[src/rtl/word_packer.sv]
// word_packer: packs RATIO input words into one wide output word.
// A word carrying i_in_last closes the output word early and zero-fills the unused lanes.
module word_packer #(
  parameter int WIDTH_IN  = 8,
  parameter int RATIO     = 4,
  parameter bit MSB_FIRST = 1'b1
) (
  input  logic                          i_clk,
  input  logic                          i_arst_n,
  input  logic                          i_in_valid,
  output logic                          o_in_ready,
  input  logic [WIDTH_IN-1:0]           i_in_data,
  input  logic                          i_in_last,
  output logic                          o_out_valid,
  input  logic                          i_out_ready,
  output logic [WIDTH_IN*RATIO-1:0]     o_out_data,
  output logic [$clog2(RATIO+1)-1:0]    o_out_count,
  output logic                          o_out_last
);
  localparam int OW = WIDTH_IN * RATIO;
  localparam int KW = $clog2(RATIO);
  localparam int CW = $clog2(RATIO + 1);
  generate
    if (WIDTH_IN < 1 || RATIO < 2) begin : g_bad_params
      $error("word_packer: WIDTH_IN must be >= 1 and RATIO >= 2");
    end
  endgenerate
  logic [OW-1:0] acc_data;
  logic [KW-1:0] acc_cnt;
  logic [KW-1:0] lane;
  logic [OW-1:0] merged;
  logic          fire;
  logic          done;
  assign o_in_ready = !o_out_valid || i_out_ready;
  assign fire       = i_in_valid && o_in_ready;
  assign done       = fire && (acc_cnt == KW'(RATIO - 1) || i_in_last);
  assign lane       = MSB_FIRST ? KW'(RATIO - 1) - acc_cnt : acc_cnt;
  assign merged     = acc_data | (OW'(i_in_data) << (int'(lane) * WIDTH_IN));
  // A completing word bypasses the accumulator straight into the output register.
  always_ff @(posedge i_clk or negedge i_arst_n) begin
    if (!i_arst_n) begin
      acc_data    <= '0;
      acc_cnt     <= '0;
      o_out_valid <= 1'b0;
      o_out_data  <= '0;
      o_out_count <= '0;
      o_out_last  <= 1'b0;
    end else begin
      if (fire) begin
        acc_data <= done ? '0 : merged;
        acc_cnt  <= done ? '0 : acc_cnt + KW'(1);
      end
      if (done) begin
        o_out_valid <= 1'b1;
        o_out_data  <= merged;
        o_out_count <= CW'(acc_cnt) + CW'(1);
        o_out_last  <= i_in_last;
      end else if (i_out_ready) begin
        o_out_valid <= 1'b0;
      end
    end
  end
endmodule
[config.mk]
export PLATFORM = sky130hd
export DESIGN_NAME = word_packer
export DESIGN_NICKNAME = d
export VERILOG_FILES = /design/src/rtl/word_packer.sv
export SDC_FILE = /design/constraint.sdc
export NUM_CORES = 1
export LEC_CHECK = 0
export CAP_MARGIN = 30
export CORE_MARGIN = 1
export CORE_UTILIZATION = 48
export CTS_BUF_LIST = sky130_fd_sc_hd__clkbuf_8 sky130_fd_sc_hd__clkbuf_16
export DETAILED_ROUTE_END_ITERATION = 10
export GPL_ROUTABILITY_DRIVEN = 0
export GPL_TIMING_DRIVEN = 0
export PLACE_DENSITY = 0.76
export SYNTH_ARGS = -nofsm -noshare
export SYNTH_HDL_FRONTEND = slang
export SYNTH_SLANG_ARGS = --single-unit
[constraint.sdc]
create_clock -name i_clk -period 1.74 [get_ports i_clk]
set_clock_uncertainty 0.15 [all_clocks]
set_input_delay 0.174 -clock i_clk [delete_from_list [all_inputs] [get_ports i_clk]]
set_output_delay 0.174 -clock i_clk [all_outputs]
set_load 0.02 [all_outputs]
==> results.md <==
* Detailed Route WL at 6.75 mm
* Worst Path Max Fanout at 10
* Achievable frequency at 0.602 GHz
* Post-DP HPWL at 4.34 mm
* Die height at 82.7 um
* Worst-Skew Late Latency at 0.35 ns
* Post-synth design cell area at 0.00313 sq mm
* Worst-margin pin slew at about 0.88 ns
* Clock Sinks at 71
* Crit Path Class: reg -> out
* Root Buffer: clkbuf_8
* Final Max Tran Viols at 0
* Initial Utilization at between 40% and 50%
* Count leader, synth: dfrtp_1
* Largest net degree at the start of global routing at 72
* Req. time, crit path at 1.42 ns
* DRC Markers at 0
* CP endpoint kind: primary output
* Area growth syn-to-layout at 27.6%
* Vias in the first global route at 2133
* Initial DRT Pass Iterations at 4
* Register area share after synthesis at 56.8%
* Area of the core at 0.00631 sq mm
* Via count at 2353
* CTS max path bufs at 2
* Reg clk slew, reported paths at 0.08 ns
* Routed length per instance at 15.9 um
* Total number of H-tree levels at 3
* Synth area leaders: dfrtp_1 (57%), mux2i_1 (10%), a41oi_1 (9.0%)
* Ant diodes at 0
* Area leader, netlist: dfrtp_1
* Top FF cell, synth: dfrtp_1
* Fin Setup TNS at 0 ns
* Gate Count Post-Synth at 285
* Final Hold Viols at 0
* Critical Path AT at 1.34 ns
* CTS tree: done
* Layout cells sized above 1 at 18.1%
* First-pass GRT wire length at 10.7 mm
* Post-DRT Antenna Nets at 0
* DIE WIDTH at between 80 and 90 um
* 1st-iter DRT viols at 201
* Power Dens Cells at between 1500 and 2000 mW/mm^2
* FF+latch count, synth at 71
* Min Tclk post-route at roughly 1.7 ns
* Hold WC Path Type: in -> reg
* Ys Warns at 0
* Maximum vdd drop at around 0.9 mV
* Syn_nets at 299
* Unique masters post-synth at 29
* Top-area cell type share of the netlist area at 56.8%
* Port bufs at 41
* Row cnt at 29
* Total gr overflow at 0
* CP Launch Type: flop
* Pwr Total at just under 7000 uW
* Slew headroom at 41.0%
* # Max-Cap Violations at 0
* Final net count at 357
* Pleak at roughly 0.0018 uW
* Vias/cell at approximately 5.5
* Hold slack final at around 0.059 ns
* Status: finished, final reports clean
* EDFF count, synth at 0
* CTS buffer count at 9
* Die area at 0.00684 sq mm
* Average size of a mapped cell at between 10 and 15 sq um
* Part of the cycle the worst path needs at between 90% and 100%
* Num ports at 51
* Top cells by count, synth: dfrtp_1 (71), nor2_1 (34)
* Ys async rst share at 100%
* RSZ-0062 raised after global routing: false
* Antenna violations before repair at 0
* Gr usage total at 21.5%
* Final setup violating endpoints at 0
-- registers in the layout, summed over array words and instances (netlist names) --
signal / count
acc_cnt: 2
acc_data: 32
o_out_valid: 1
o_out_data: 32
o_out_last: 1
o_out_count: 3
-- timing repair --
| action | 4_1_cts | 5_1_grt |
|---|---|---|
| buffers inserted | 2 | 3 |
| resized for setup | 12 | 4 |
| hold endpoints to repair | 71 | 0 |
| hold buffers | 1 | 0 |
| gates cloned | 0 | 0 |
| endpoints found under the setup margin | 62 | 5 |
-- routing by layer --
metal | routed length (um) | vias up | GRT usage [%]
met5 | 0 | - | 0
li1 | - | 1099 | -
met4 | 68 | 0 | 8.28
met2 | 3210 | 84 | 32.3
met1 | 3020 | 1162 | 30.0
met3 | 459 | 8 | 5.27
-- cell usage in the layout, fill, tap and decap left out, types with 2 or more instances in the layout --
cell             instances
mux2i_1                 30
inv_4                    2
nor2b_1                  2
bufinv_16                4
a22o_1                   2
a41oi_1                 32
dfrtp_1                 69
clkdlybuf4s50_1         39
buf_2                   13
buf_6                    3
o21ai_0                  2
dfrtp_2                  2
nand3_1                  2
mux2i_2                  2
clkbuf_1                 3
nor2_1                  33
a21oi_1                 32
clkbuf_2                 4
clkbuf_8                11
inv_1                   32
nand2_1                  2
buf_4                   12
-- path summary, 6_finish.rpt --
path / from / to / slack, ns / depth (start not counted)
setup / recovery: o_out_valid$_DFFE_PN0P_ / o_in_ready / 0.08 / 4
hold / removal: i_in_data[7] / acc_data[23]$_DFFE_PN0P_ / 0.06 / 3
setup reg to reg: o_out_valid$_DFFE_PN0P_ / o_out_data[26]$_DFFE_PN0P_ / 0.09 / 6
hold reg to reg: acc_data[16]$_DFFE_PN0P_ / acc_data[16]$_DFFE_PN0P_ / 0.35 / 2
max in group asynchronous: i_arst_n / acc_cnt[1]$_DFFE_PN0P_ / 0.50 / 2
min in group asynchronous: i_arst_n / o_out_count[1]$_DFFE_PN0P_ / 0.33 / 2
-- logic make-up after synthesis --
family	synth area share, %
buffers and inverters	9.76
adder cells (fa/ha/maj)	0.400
flip-flops	56.8
AO/OA/AOI/OAI	15.2
AND/OR/NAND/NOR	6.76
multiplexers	11.1
-- worst max-delay path, cell delays in order (launching register included) --
cell	delay [ns]
dfrtp_1	0.38
nor2b_4	0.14
inv_4	0.10
buf_4	0.19
buf_2	0.18
-- power breakdown --
| group | internal [uW] | switching, uW | leakage [uW] |
|---|---|---|---|
| logic | 1200 | 1340 | 0.000753 |
| registers | 2220 | 308 | 0.000923 |
| clock network | 1180 | 623 | 0.000136 |
-- stage by stage --
step / instances / util (%) / cell area [sq um] / setup slack, ns
after floorplan: 285 / - / 3130 / 0.0942
after global placement: 403 / 57.6 / 3630 / -2.01
after detailed placement: 403 / 57.5 / 3630 / -0.367
after CTS: 422 / 62.6 / 3950 / 0.0337
after global routing: 425 / 63.2 / 3990 / 0.0134
final: 425 / 63.2 / 3990 / 0.0780
-- final cells by class --
type                    count  area, sq um
fillers                   493         2320
flip-flops and latches     71         1780
multi-input cells         151         1070
repair buffers             47          450
plain buffers              29          185
clock buffers              11          151
inverters                  34          133
clock inverters             5          128
well taps                  77         96.3
(Power assumes the default switching activity.)
